**config.mk**
```make
export PLATFORM = sky130hd
export DESIGN_NAME = serial_mag_cmp_ctrl_flat
export DESIGN_NICKNAME = d
export VERILOG_FILES = /design/src/rtl/serial_cmp_pkg.sv /design/src/rtl/serial_mag_cmp_ctrl_if.sv /design/src/rtl/cmp1_slice.sv /design/src/rtl/serial_mag_cmp_ctrl.sv /design/src/flat_wrapper.sv
export SDC_FILE = /design/constraint.sdc
export NUM_CORES = 1
export LEC_CHECK = 0
export CORE_UTILIZATION = 25
export CTS_CLUSTER_SIZE = 14
export DETAILED_ROUTE_END_ITERATION = 16
export GPL_TIMING_DRIVEN = 0
export PLACE_DENSITY_LB_ADDON = 0.2
export SLEW_MARGIN = 20
export SYNTH_ARGS = -nofsm -noshare
export SYNTH_HDL_FRONTEND = slang
export SYNTH_HIERARCHICAL = 1
export SYNTH_SLANG_ARGS = --single-unit
export TNS_END_PERCENT = 20
```
**constraint.sdc**
```tcl
create_clock -name clk -period 3.03 [get_ports clk]
set_input_delay 0.909 -clock clk [delete_from_list [all_inputs] [get_ports clk]]
set_output_delay 0.909 -clock clk [all_outputs]
set_load 0.02 [all_outputs]
```
**src/rtl/serial_cmp_pkg.sv**
```systemverilog
// rtl/serial_cmp_pkg.sv - shared types for the serial magnitude comparator
//
// Purpose: FSM state encoding, sticky decision encoding and the helper that
// turns a 1-bit slice result into a decision code.
// Ports: none (package).
package serial_cmp_pkg;

   typedef enum logic [1:0] {
      IDLE = 2'd0,
      RUN  = 2'd1,
      DONE = 2'd2
   } state_t;

   // Sticky decision: UND until the first differing bit, MSB-first.
   typedef enum logic [1:0] {
      UND = 2'd0,
      LT  = 2'd1,
      GT  = 2'd2
   } dec_t;

   // A slice reporting anything other than a clean one-hot lt or gt is
   // treated as "no decision on this bit".
   function automatic dec_t slice_dec(input logic s_lt, input logic s_gt, input logic s_eq);
      dec_t d;
      d = UND;
      if (s_lt && !s_gt && !s_eq) begin
         d = LT;
      end else if (s_gt && !s_lt && !s_eq) begin
         d = GT;
      end
      return d;
   endfunction

endpackage

```
**src/rtl/serial_mag_cmp_ctrl_if.sv**
```systemverilog
// rtl/serial_mag_cmp_ctrl_if.sv - requester-side handshake bundle
//
// Purpose: groups the start/done handshake, operands and result flags.
// Signals:
//   start        request, sampled by the controller in IDLE or DONE
//   a, b         WIDTH-bit operands, captured on the accepting edge
//   busy         high while the compare is running
//   done         one-cycle pulse, result valid on that cycle
//   lt, gt, eq   result flags, held until the next result
// Modports: master (requester), slave (controller).
interface serial_mag_cmp_ctrl_if #(
   parameter int WIDTH = 8
);

   logic             start;
   logic [WIDTH-1:0] a;
   logic [WIDTH-1:0] b;
   logic             busy;
   logic             done;
   logic             lt;
   logic             gt;
   logic             eq;

   modport master (
      output start, a, b,
      input  busy, done, lt, gt, eq
   );

   modport slave (
      input  start, a, b,
      output busy, done, lt, gt, eq
   );

endinterface

```
**src/rtl/cmp1_slice.sv**
```systemverilog
// rtl/cmp1_slice.sv - combinational 1-bit magnitude comparator slice
//
// Purpose: compares two single bits; exactly one output is high.
// Ports:
//   a, b   in   operand bits
//   lt     out  a < b
//   gt     out  a > b
//   eq     out  a == b
module cmp1_slice (
   input  logic a,
   input  logic b,
   output logic lt,
   output logic gt,
   output logic eq
);

   assign lt = ~a &  b;
   assign gt =  a & ~b;
   assign eq = ~(a ^ b);

endmodule

```
**src/rtl/serial_mag_cmp_ctrl.sv**
```systemverilog
// rtl/serial_mag_cmp_ctrl.sv - bit-serial unsigned magnitude compare sequencer
//
// Purpose: captures two WIDTH-bit operands on an accepted start and walks a
// single shared 1-bit comparator slice from MSB to LSB, one bit per cycle.
// The first differing bit fixes the result; later bits cannot change it.
// Ports:
//   clk     in   rising-edge clock
//   rst_n   in   asynchronous active-low reset
//   bus     slave modport of serial_mag_cmp_ctrl_if (start, a, b in;
//           busy, done, lt, gt, eq out)
// Build option: SERIAL_CMP_EARLY_EXIT_EN - when defined, RUN ends on the
// first bit that decides the result instead of always stepping all bits.
module serial_mag_cmp_ctrl
   import serial_cmp_pkg::*;
#(
   parameter int WIDTH = 8
) (
   input  logic                 clk,
   input  logic                 rst_n,
   serial_mag_cmp_ctrl_if.slave bus
);

   localparam int CNT_W = (WIDTH > 1) ? $clog2(WIDTH) : 1;

   state_t             state_q;
   logic [WIDTH-1:0]   a_q;
   logic [WIDTH-1:0]   b_q;
   logic [CNT_W-1:0]   idx_q;
   dec_t               dec_q;
   logic               busy_q;
   logic               done_q;
   logic               lt_q;
   logic               gt_q;
   logic               eq_q;

   logic               s_lt;
   logic               s_gt;
   logic               s_eq;
   dec_t               dec_nxt;
   logic               last_bit;
   logic               finish;

   cmp1_slice u_slice (
      .a  (a_q[idx_q]),
      .b  (b_q[idx_q]),
      .lt (s_lt),
      .gt (s_gt),
      .eq (s_eq)
   );

   always_comb begin
      dec_nxt  = dec_q;
      if (dec_q == UND) begin
         dec_nxt = slice_dec(s_lt, s_gt, s_eq);
      end
      last_bit = (idx_q == '0);
`ifdef SERIAL_CMP_EARLY_EXIT_EN
      // A decided bit makes the remaining bits irrelevant.
      finish   = last_bit || (dec_nxt != UND);
`else
      finish   = last_bit;
`endif
   end

   always_ff @(posedge clk or negedge rst_n) begin
      if (!rst_n) begin
         state_q <= IDLE;
         a_q     <= '0;
         b_q     <= '0;
         idx_q   <= '0;
         dec_q   <= UND;
         busy_q  <= 1'b0;
         done_q  <= 1'b0;
         lt_q    <= 1'b0;
         gt_q    <= 1'b0;
         eq_q    <= 1'b0;
      end else begin
         done_q <= 1'b0;
         case (state_q)
            IDLE, DONE: begin
               // Accepting from DONE gives back-to-back compares with no bubble.
               if (bus.start) begin
                  a_q     <= bus.a;
                  b_q     <= bus.b;
                  idx_q   <= CNT_W'(WIDTH - 1);
                  dec_q   <= UND;
                  busy_q  <= 1'b1;
                  state_q <= RUN;
               end else begin
                  state_q <= IDLE;
               end
            end
            RUN: begin
               // start is deliberately not looked at here.
               dec_q <= dec_nxt;
               idx_q <= idx_q - CNT_W'(1);
               if (finish) begin
                  busy_q  <= 1'b0;
                  done_q  <= 1'b1;
                  lt_q    <= (dec_nxt == LT);
                  gt_q    <= (dec_nxt == GT);
                  eq_q    <= (dec_nxt == UND);
                  state_q <= DONE;
               end
            end
            default: begin
               busy_q  <= 1'b0;
               state_q <= IDLE;
            end
         endcase
      end
   end

   assign bus.busy = busy_q;
   assign bus.done = done_q;
   assign bus.lt   = lt_q;
   assign bus.gt   = gt_q;
   assign bus.eq   = eq_q;

endmodule

```
**src/flat_wrapper.sv**
```systemverilog
// flat-port wrapper written by rule: the top's interface ports become plain ports
module serial_mag_cmp_ctrl_flat import serial_cmp_pkg::*;
#(
   parameter int WIDTH = 8
)
  (clk, rst_n, bus_start, bus_a, bus_b, bus_busy, bus_done, bus_lt, bus_gt, bus_eq);
  serial_mag_cmp_ctrl_if #(.WIDTH(WIDTH)) bus_i ();
  input  logic clk;
  input  logic rst_n;
  input wire logic [$bits(bus_i.start)-1:0] bus_start;
  input wire logic [$bits(bus_i.a)-1:0] bus_a;
  input wire logic [$bits(bus_i.b)-1:0] bus_b;
  output wire logic [$bits(bus_i.busy)-1:0] bus_busy;
  output wire logic [$bits(bus_i.done)-1:0] bus_done;
  output wire logic [$bits(bus_i.lt)-1:0] bus_lt;
  output wire logic [$bits(bus_i.gt)-1:0] bus_gt;
  output wire logic [$bits(bus_i.eq)-1:0] bus_eq;
  assign bus_i.start = bus_start;
  assign bus_i.a = bus_a;
  assign bus_i.b = bus_b;
  assign bus_busy = bus_i.busy;
  assign bus_done = bus_i.done;
  assign bus_lt = bus_i.lt;
  assign bus_gt = bus_i.gt;
  assign bus_eq = bus_i.eq;
  serial_mag_cmp_ctrl #(.WIDTH(WIDTH)) u_core (.clk(clk), .rst_n(rst_n), .bus(bus_i));
endmodule
```
* Word level (Yosys, flattened, before mapping) *
Index checks and enable logic that the tools add are counted.

cells by class
  add/sub/neg operators = 1
  multiply operators = 0
  div/mod/pow operators = 0
  order comparisons = 1
  equal/unequal tests = 6
  shift operators = 0
  mux-type cells = 19
  bitwise logic cells = 5
  reduce and logical (&&, ||, !) cells = 16

operator list
  kind                                                        count
  2-to-1 mux 2 bit                                            5
  one-hot mux 2 bit (2 select lines)                          2
  AND reduction 2 bit                                         4
  2-to-1 mux 1 bit                                            7
  binary-select mux 1 bit (select 3 bit)                      2
  logical NOT 2 bit                                           3
  one-hot mux 3 bit (2 select lines)                          1
  equality test 2 x 1 -> 1 bit, second input constant         2
  equality test 2 bit, second input constant                  2
  logical AND 1 bit                                           4
  less-than comparator 3 x 4 -> 1 bit, second input constant  1
  logical NOT 3 bit                                           1
  2-to-1 mux 3 bit                                            1
  subtractor 3 x 1 -> 3 bit, second input constant            1
  AND 1 bit                                                   2
  logical NOT 1 bit                                           2
  inequality test 2 x 1 -> 1 bit, second input constant       1
  inequality test 2 bit, second input constant                1
  inverter 1 bit                                              2
  one-hot mux 1 bit (2 select lines)                          1
  nonzero test 2 bit                                          1
  OR reduction 2 bit                                          1
  XOR 1 bit                                                   1

word-level totals
  register bits = 28
  latch bits = 0
  RAM bits = 0
  bits in read-only memories = 0
  bits of input ports = 19
  output and inout bits = 5
  word-level logic and storage cells = 58
  memories kept = 0

* Depth between registers and ports, before layout *
Gate-level depths: netlist of run 1.

  depth in word-level cells = 11
  gate-level depth with buffers = 8

* Modules after synthesis *
Netlist of run 1, hierarchy kept.

modules (own cells, without submodules)
  module               times used  cells each  area each (um^2)  sequential area each (um^2)
  serial_mag_cmp_ctrl  1           100         1307.5            700.7
  cmp1_slice           1           4           32.5              0.0

* Worst setup path after synthesis of run 1 *
Ideal clock, no wire load.

  path kind = flip-flop to flip-flop
  from = register u_core.idx_q[0]
  to = register u_core.lt_q (netlist: u_core/bus.lt)
  data arrival time = 2072 ps
  setup slack = 880 ps
  stages on the path, launching flop included = 8
  period minus slack after synthesis = 2150 ps
  cell sequence = dfrtp_1 -> buf_6 -> mux4_1 -> mux2_2 -> ha_1 -> nor4b_1 -> a21oi_1 -> a21oi_1

between the ends
  word-level cells in the longest chain between the ends = 11

RTL lines
  what                                    RTL line                    RTL
  start, declared                         serial_mag_cmp_ctrl.sv:28   logic [CNT_W-1:0] idx_q;
  start signal, assigned                  serial_mag_cmp_ctrl.sv:85   idx_q <= CNT_W'(WIDTH - 1);
  start signal, assigned                  serial_mag_cmp_ctrl.sv:96   idx_q <= idx_q - CNT_W'(1);
  binary-select mux 1 bit (select 3 bit)  serial_mag_cmp_ctrl.sv:44   .a (a_q[idx_q]),
  2-to-1 mux 1 bit (implied by the code)  serial_mag_cmp_ctrl.sv:44
  inverter 1 bit                          cmp1_slice.sv:17            assign lt = ~a & b;
  AND 1 bit                               cmp1_slice.sv:17
  logical NOT 1 bit                       serial_cmp_pkg.sv:28        end else if (s_gt && !s_lt && !s_eq) begin
  logical AND 1 bit (2 in series)         serial_cmp_pkg.sv:28
  2-to-1 mux 2 bit                        serial_cmp_pkg.sv:28
  2-to-1 mux 2 bit                        serial_cmp_pkg.sv:26        if (s_lt && !s_gt && !s_eq) begin
  2-to-1 mux 2 bit                        serial_mag_cmp_ctrl.sv:53   if (dec_q == UND) begin
  equality test 2 x 1 -> 1 bit            serial_mag_cmp_ctrl.sv:100  lt_q <= (dec_nxt == LT);
  end signal, assigned                    serial_mag_cmp_ctrl.sv:100
  end, declared                           serial_mag_cmp_ctrl.sv:32   logic lt_q;

Parallel ways exist; a longest one is shown, timed or not. The select of a mux whose other input is x is not followed.
A chain may end at the register's enable or synchronous reset.

* Worst setup path in the final report of run 1 *
Same ends and word-level chain as after synthesis.

==> results of run 1 <==
[metrics by stage]
| stage | cells | util | hold slack (ns) | setup slack [ns] |
|---|---|---|---|---|
| final | 201 | 0.335 | 0.508 | 0.656 |
| after floorplan | 104 | - | 0.472 | 0.880 |
| after CTS | 201 | 0.335 | 0.516 | 0.656 |
| after global placement | 197 | 0.323 | 0.482 | 0.413 |
| after detailed placement | 197 | 0.322 | 0.492 | 0.392 |
| after global routing | 201 | 0.335 | 0.536 | 0.477 |
[power groups by stage]
stage          clock network [mW]  registers, mW  logic [mW]
3_3_place_gp                    0          0.642       0.826
3_5_place_dp                    0          0.651       0.857
5_1_grt                     0.320          0.667       0.952
6_report                    0.292          0.637       0.861
2_1_floorplan                   0          0.658       0.612
4_1_cts                     0.307          0.643       0.866
[cell families (layout without fill, tap and decap cells)]
group           after synthesis  count (layout)
fa+ha+maj                     4               4
mux                          22              22
flops                        28              28
simple gates                 20              20
xor+xnor                      2               2
compound gates               14              14
buf+inv                      14              41
[routing by layer]
metal  vias up  global-route usage  share of wire
li1        422                   -              -
met1       419               0.122           0.46
met2        20               0.186           0.48
met3         6              0.0201          0.038
met4         0              0.0453          0.017
met5         -                   0              0
[Yosys cell counts, types with 3 or more instances]
library cell	n	area, µm²
mux2_2	18	203
nor3_1	3	15.0
buf_2	3	15.0
mux4_1	4	105
dfrtp_1	28	701
inv_1	7	26.3
a21oi_1	9	45.0
nor2_1	4	15.0
ha_1	4	50.1
nand2_1	4	15.0
nor2b_1	3	18.8
[state kept, by name (all words and copies together), names as in the netlist]
name	cells
u_core/bus.gt	1
u_core/bus.done	1
u_core/bus.busy	1
u_core/b_q	8
u_core/bus.eq	1
u_core/a_q	8
u_core/dec_q	2
u_core/idx_q	3
u_core/bus.lt	1
u_core/state_q	2
[area by class of cell]
cell class                 count  area [µm²]  area share
tap                           70        87.6      0.0508
clock inverter                 1        30.0      0.0174
clock buffer                   3        41.3      0.0239
sequential                    28         701       0.406
buffer                         7        41.3      0.0239
timing repair buffer          23         225       0.131
inverter                       7        26.3      0.0152
multi-input combinational     62         572       0.332
[worst max-delay path: cells and delay by family (launching register included)]
kind            cells  cell delay [ns]
compound gates      2             0.26
fa+ha+maj           1             0.26
buf+inv             2             0.19
flops               1             0.35
mux                 2             0.86
simple gates        1             0.39
[path summary, 6_finish.rpt]
kind / depth (start not counted) / slack (ns) / startpoint / end
worst max-delay path: 8 / 0.66 / u_core/idx_q[0]$_DFFE_PN0P_ / u_core/bus.lt$_DFFE_PN0P_
worst min-delay path: 1 / 0.51 / u_core/a_q[7]$_DFFE_PN0P_ / u_core/a_q[7]$_DFFE_PN0P_
worst max register to register: 8 / 0.66 / u_core/idx_q[0]$_DFFE_PN0P_ / u_core/bus.lt$_DFFE_PN0P_
worst min register to register: 1 / 0.51 / u_core/a_q[7]$_DFFE_PN0P_ / u_core/a_q[7]$_DFFE_PN0P_
max in group asynchronous: 1 / 1.98 / rst_n / u_core/a_q[6]$_DFFE_PN0P_
min in group asynchronous: 1 / 0.64 / rst_n / u_core/bus.lt$_DFFE_PN0P_
==> metrics, run 1 <==
Worst Path Required=3.24 ns; setup TNS=0 ns; compound-gate portion of the synthesized area=0.0607; final net count=155; Pleak=0.727 nW; Setup CP Type=flop to flop; Crit. End Element=flop; Final Max Tran Viols=0; commonest non-fill, non-tap cell in the layout=dfrtp_1; Cell Area, Placed=1650 µm²; # fillers=545; slowest stage delay, CP=0.56 ns; first-pass GRT wire length=4.40 mm; Worst Path Max Fanout=7; status=finished clean; crit path cell chain=buf_6, mux4_1, mux2_2, inv_1, ha_1, nor4b_1, a21oi_1, a21oi_1; Synth Area in XOR/XNOR=0.0131; Post-route DRC=0; clock tree buffer depth=2; post-synthesis net count=127; placer's final routability congestion estimate=0.690; Crit path arrival time=2.58 ns; ANT nets after route=0; largest net degree at the start of global routing=29; H-tree levels=1; Port Buffer Count=23; overall die width=75.2 µm; # setup viols final=0; initial core utilization=0.261; Slowest cell on crit path=mux4_1; sw frac=0.335; Max Clock Skew=0.00450 ns; GRT overflow=0; Int Power=1.19 mW; total number of vias=867; most frequent CP cell=a21oi_1; final instance area=1720 µm²; Fin. Hold Viols=0; total power=1.79 mW; Final min period=2.37 ns; cts hold-fix bufs=0; clk_lat worst skew=0.27 ns; hpwl dp=1.87 mm; sequential fraction of the synthesis area=0.523; Synth Area in Adders=0.0373; headroom to the max-slew limit=0.581; initial antenna violation count=0; Final Cycle Share=0.784; via count of the first global-routing pass=989; CTS tree=built; HP Class=flop to flop; Most used DFF post-synth=dfrtp_1; Pwr per Cell Area=1040 nW/µm²; ys async rst share=1.00; Clock power frac=0.163; multiplexer share of the synthesized area=0.230; WL final=2.52 mm; height of the die=75.2 µm; # IOs=24; CTS root buf=clkbuf_8; simple-gate area share of the yosys netlist=0.0859; Routed wire per std cell=12.5 µm; # rows=26; aggregate global-route resource usage=0.104; Comb power frac=0.481; setup bufs post-CTS=0; Clock Pin Slew Worst Setup and Hold Paths=0.10 ns; largest family of logic cells by synthesized area=multiplexers; Die ar.=5660 µm²; drt initial violations=20; layout cells sized above 1=0.214; Initial DRT Pass Iterations=4; Max IR drop VDD=0.311 mV; total CTS buffers=3; Psw=0.599 mW; startpoint types=flop; number of synthesized register bits=28; RSZ-0062 raised after global routing=false; Ys Warns=6; max_cap viols=0; Diodes inserted=0; Post-synth EDFFs=0; synthesized area=1340 µm²; post-cts resize count=0; vias per cell=4.31; Core Area=5140 µm²; Mapped Cells=104; area growth from synthesis to layout=28.7%; Least-Margin Pin Slew=0.628 ns; Yosys cell types=23; syn_area_per_cell=12.9 µm²; Flop pwr share=0.356; # clock sinks=28; commonest cells after routing, fill and taps aside=dfrtp_1 (28), clkdlybuf4s50_1 (22), mux2_2 (18); Fmax=421 MHz
No activity file was read; power rests on OpenSTA's default activity.
==> run 2, diff against run 1 <==
clock period = 2 ns   (was 3.03 ns; I/O delays follow)
==> run 2 against run 1 <==
Against the previous run: the run now ends with negative setup slack left; final cell count unchanged; design area is 2.5% higher; sequential power grew 57%; fmax increased by 14%; critical endpoint is now u_core/bus.gt$_DFFE_PN0P_; largest power group unchanged.
==> metrics, run 2 (synthesis gave the netlist of run 1 again) <==
status=finished with violations; failing checks=negative setup slack; vias per cell=4.34; Post-route DRC=0; layout cells sized above 1=0.290; slowest stage delay, CP=0.49 ns; Final Max Tran Viols=0; largest net degree at the start of global routing=29; commonest non-fill, non-tap cell in the layout=dfrtp_1; area growth from synthesis to layout=31.9%; WL final=2.51 mm; Non-Filler Instances=201; overall die width=75.2 µm; initial antenna violation count=0; first-pass GRT wire length=4.06 mm; # rows=26; Fin. Hold Viols=0; biggest regs=u_core/a_q (8), u_core/b_q (8), u_core/idx_q (3); Die ar.=5660 µm²; most frequent CP cell=a21oi_1; CTS tree=built; # clock sinks=28; final worst setup slack=-0.0824 ns; setup TNS=-0.275 ns; ANT nets after route=0; Crit path depth=8; Worst Path Required=2.20 ns; # fillers=540; total CTS buffers=3; placer's final routability congestion estimate=0.801; final net count=155; Fmax=480 MHz; via count of the first global-routing pass=865; Max IR drop VDD=0.717 mV; Worst Path Max Fanout=5; dpl cells=197; Core Area=5140 µm²; aggregate global-route resource usage=0.0974; max_cap viols=0; crit path cell chain=buf_6, mux4_2, mux2_4, inv_2, ha_4, nor4b_4, a21oi_1, a21oi_1; Slowest cell on crit path=mux4_2; R2R cell count=8; Crit path arrival time=2.28 ns; Clock Pin Slew Worst Setup and Hold Paths=0.10 ns; Max Clock Skew=0.0104 ns; Pleak=0.728 nW; worst hold slack=0.330 ns; final instance area=1770 µm²; CP Buf/Inv Count=2; Cell Area, Placed=1680 µm²; Final Cycle Share=1.04; initial core utilization=0.261; Pwr per Cell Area=1710 nW/µm²; Routed wire per std cell=12.5 µm; hpwl dp=1.81 mm; CTS root buf=clkbuf_8; # setup viols final=5; height of the die=75.2 µm; headroom to the max-slew limit=0.578; clk_lat worst skew=0.28 ns; startpoint types=flop; # IOs=24; delay-heaviest family, CP=multiplexers; Setup CP Type=flop to flop; drt initial violations=12; Least-Margin Pin Slew=0.632 ns; commonest cells after routing, fill and taps aside=dfrtp_1 (28), clkdlybuf4s50_1 (22), mux2_2 (16); Final min period=2.08 ns; Crit. End Element=flop; RSZ-0062 raised after global routing=true; H-tree levels=1; Setup WS pre-CTS=-0.328 ns; total number of vias=872; Port Buffer Count=23; GRT overflow=0; Initial DRT Pass Iterations=4; HP Class=primary input to async pin; clock tree buffer depth=2; Diodes inserted=0
[run 2: power breakdown]
| part | total (mW) | switching [mW] | internal (mW) |
|---|---|---|---|
| Combinational | 1.58 | 0.672 | 0.904 |
| Clock | 0.448 | 0.180 | 0.268 |
| Sequential | 1.00 | 0.168 | 0.836 |
| Total | 3.03 | 1.02 | 2.01 |
[run 2: per-stage QoR]
step / util / power, mW
floorplan: - / 2.19
global placement: 0.328 / 2.50
detailed placement: 0.327 / 2.54
CTS: 0.344 / 3.08
global route: 0.344 / 3.26
finish: 0.344 / 3.03
[run 2: timing repair]
item | 4_1_cts | 5_1_grt
setup buffers | 1 | 0
setup endpoints to repair | 13 | 5
cloned | 0 | 0
pin swaps | 3 | 1
gates resized for setup | 2 | 0
hold buffers | 0 | 0
[run 2: path summary, 6_finish.rpt]
path | slack [ns] | from | endpoint
max | -0.08 | u_core/idx_q[0]$_DFFE_PN0P_ | u_core/bus.gt$_DFFE_PN0P_
min | 0.33 | rst_n | u_core/bus.busy$_DFFE_PN0P_
max reg2reg | -0.08 | u_core/idx_q[0]$_DFFE_PN0P_ | u_core/bus.gt$_DFFE_PN0P_
min reg2reg | 0.51 | u_core/a_q[3]$_DFFE_PN0P_ | u_core/a_q[3]$_DFFE_PN0P_
max in group asynchronous | 1.25 | rst_n | u_core/b_q[4]$_DFFE_PN0P_
min in group clk | 0.51 | u_core/a_q[3]$_DFFE_PN0P_ | u_core/a_q[3]$_DFFE_PN0P_
[run 2: worst register-to-register path, delay by kind of cell (launching register included)]
| family | cells | cell delay [ns] |
|---|---|---|
| flip-flops | 1 | 0.35 |
| adder cells (fa/ha/maj) | 1 | 0.21 |
| AO/OA/AOI/OAI | 2 | 0.20 |
| multiplexers | 2 | 0.79 |
| buffers and inverters | 2 | 0.20 |
| AND/OR/NAND/NOR | 1 | 0.27 |
[run 2: layout make-up]
type	count	area [µm²]	area share
Clock inverter	1	30.0	0.0170
Sequential cell	28	701	0.396
Clock buffer	3	41.3	0.0234
Buffer	6	40.0	0.0226
Multi-Input combinational cell	62	609	0.345
Tap cell	70	87.6	0.0495
Inverter	7	26.3	0.0149
Timing Repair Buffer	24	233	0.132
[run 2: layer usage]
metal	wire length, µm	share of wire	GRT usage	vias up
li1	-	-	-	416
met1	1180	0.47	0.129	438
met2	1210	0.48	0.159	16
met3	99	0.040	0.0214	2
met4	13	0.0052	0.0309	0
met5	0	0	0	-
==> run 3, diff against run 2 <==
CORE_UTILIZATION = 46   (was 25)
RECOVER_POWER = 100   (was unset)
==> run 3 against run 2 <==
Against the previous run: via count down 1.3%; first-iteration DRC count decreased by 17%; register-to-register slack worse by 0.03 ns; sequential power hardly changed; final cell count down 19%; worst setup slack got worse by 0.030 ns; largest power group unchanged; clock-buffer cell count unchanged; the run still ends with negative setup slack left; non-clock buffer count stayed put; routed wire length shrank 13%; core utilization increased by 27 points.
==> metrics, run 3 (synthesis gave the netlist of run 1 again) <==
status=finished with violations; failing checks=negative setup slack; Non-Filler Instances=162; Fmax=473 MHz; clock tree buffer depth=2; overall die width=56.0 µm; Port Buffer Count=23; Routed wire per std cell=13.4 µm; RSZ-0062 raised after global routing=true; min-delay src=u_core/a_q[1]$_DFFE_PN0P_; Worst Path Max Fanout=6; Critical Path Source=u_core/idx_q[0]$_DFFE_PN0P_; met2 usage=0.293; Fin. Hold Viols=0; Crit path arrival time=2.38 ns; CTS tree=built; layout cells sized above 1=0.282; Int Power=1.94 mW; CTS root buf=clkbuf_4; sequential cell area=701 µm²; Setup CP Type=flop to flop; Clock power frac=0.123; Die ar.=3130 µm²; sw frac=0.341; Final Cycle Share=1.06; largest net degree at the start of global routing=29; Clock Pin Slew Worst Setup and Hold Paths=0.15 ns; met3 GRT Util=0.0302; initial antenna violation count=0; # clock sinks=28; # fillers=224; # setup viols final=13; Max IR drop VDD=1.50 mV; # rows=19; via count of the first global-routing pass=906; aggregate global-route resource usage=0.166; commonest cells after routing, fill and taps aside=dfrtp_1 (28), clkdlybuf4s50_1 (21), mux2_2 (16); Top Usage Layer GRT=met2; Final min period=2.11 ns; clk_lat worst skew=0.32 ns; Setup WS pre-CTS=-0.296 ns; Diodes inserted=0; area growth from synthesis to layout=26.6%; max_cap viols=0; # IOs=24; commonest non-fill, non-tap cell in the layout=dfrtp_1; Pwr per Cell Area=1730 nW/µm²; Crit. End Element=flop; Post-route DRC=0; ANT nets after route=0; Multi-input gate area=609 µm²; Pleak=0.717 nW; headroom to the max-slew limit=0.0472; Final Max Tran Viols=0; biggest regs=u_core/a_q (8), u_core/b_q (8), u_core/idx_q (3); dpl cells=158; Max Clock Skew=0.00487 ns; initial core utilization=0.486; Psw=1.00 mW; worst flop-to-flop path startpoint=u_core/idx_q[0]$_DFFE_PN0P_; met1 GRT Util=0.198; Flop pwr share=0.341; final net count=155; placer's final routability congestion estimate=0.721; total number of vias=861; Least-Margin Pin Slew=1.43 ns; WL final=2.17 mm; height of the die=56.0 µm; H-tree levels=1; Initial DRT Pass Iterations=4; first-pass GRT wire length=4.04 mm; drt initial violations=10; vias per cell=5.31; hpwl dp=1.67 mm; HP Class=flop to flop; startpoint types=flop; Core Area=2760 µm²; final worst setup slack=-0.113 ns; GRT overflow=0; Worst Path Required=2.26 ns; total CTS buffers=3; Comb power frac=0.535
run 3: cell count changes in the layout (fill, tap and decap cells not counted):
cell / change
clkbuf_8: -3
buf_4: -1
clkbuf_4: +3
clkbuf_2: +1
dlygate4sd3_1: +1
clkdlybuf4s50_1: -1
clkbuf_1: +1
buf_2: -1
run 3: stage by stage:
stage / TNS [ns] / instance area, µm² / utilization / hold WS, ns / power, mW
floorplan: -0.00700 / 1370 / - / 0.304 / 2.19
global placement: -5.16 / 1640 / 0.594 / 0.486 / 2.47
detailed placement: -3.55 / 1630 / 0.592 / 0.492 / 2.55
CTS: -0.446 / 1700 / 0.616 / 0.272 / 2.99
global route: -1.76 / 1700 / 0.615 / 0.549 / 3.17
finish: -0.510 / 1700 / 0.615 / 0.522 / 2.94
run 3: final timing paths:
check                                               to  slack [ns]  depth (start not counted)
hold reg to reg              u_core/a_q[1]$_DFFE_PN0P_        0.52                          1
hold / removal               u_core/a_q[1]$_DFFE_PN0P_        0.52                          1
min in group asynchronous  u_core/dec_q[0]$_DFFE_PN0P_        0.58                          1
max in group asynchronous    u_core/b_q[4]$_DFFE_PN0P_        0.59                          1
setup reg to reg             u_core/bus.gt$_DFFE_PN0P_       -0.11                          8
setup / recovery             u_core/bus.gt$_DFFE_PN0P_       -0.11                          8
run 3: what timing repair did:
item,in CTS,in global routing
gates resized for setup,1,1
setup endpoints to repair,5,10
hold buffers,0,0
buffers inserted,1,0
pin swaps,3,1
run 3: cell type report:
cell class                      count  share of cell area
Sequential cell                    28               0.413
Multi-Input combinational cell     62               0.359
Timing Repair Buffer               24               0.136
Tap cell                           31              0.0229
Buffer                              6              0.0221
Clock inverter                      1              0.0177
Inverter                            7              0.0155
Clock buffer                        3              0.0133
run 3: power by group through the flow:
stage / Sequential (mW) / Combinational (mW) / Clock (mW)
after floorplan: 1.01 / 1.19 / 0
after global placement: 0.983 / 1.48 / 0
after detailed placement: 0.998 / 1.55 / 0
after CTS: 1.01 / 1.60 / 0.379
after global routing: 1.05 / 1.72 / 0.404
final: 1.00 / 1.57 / 0.363
run 3: routing by layer:
layer,share of wire,vias to the layer above
met5,0,-
met2,0.53,13
met1,0.43,425
met4,0.0060,0
li1,-,421
met3,0.030,2
run 3: critical path: stages (launching register included):
cell and delay [ns]:
dfrtp_1 0.37, buf_6 0.13, mux4_2 0.50, mux2_4 0.30, inv_2 0.07, ha_4 0.21, nor4b_4 0.27, a21oi_1 0.07
a21oi_1 0.13
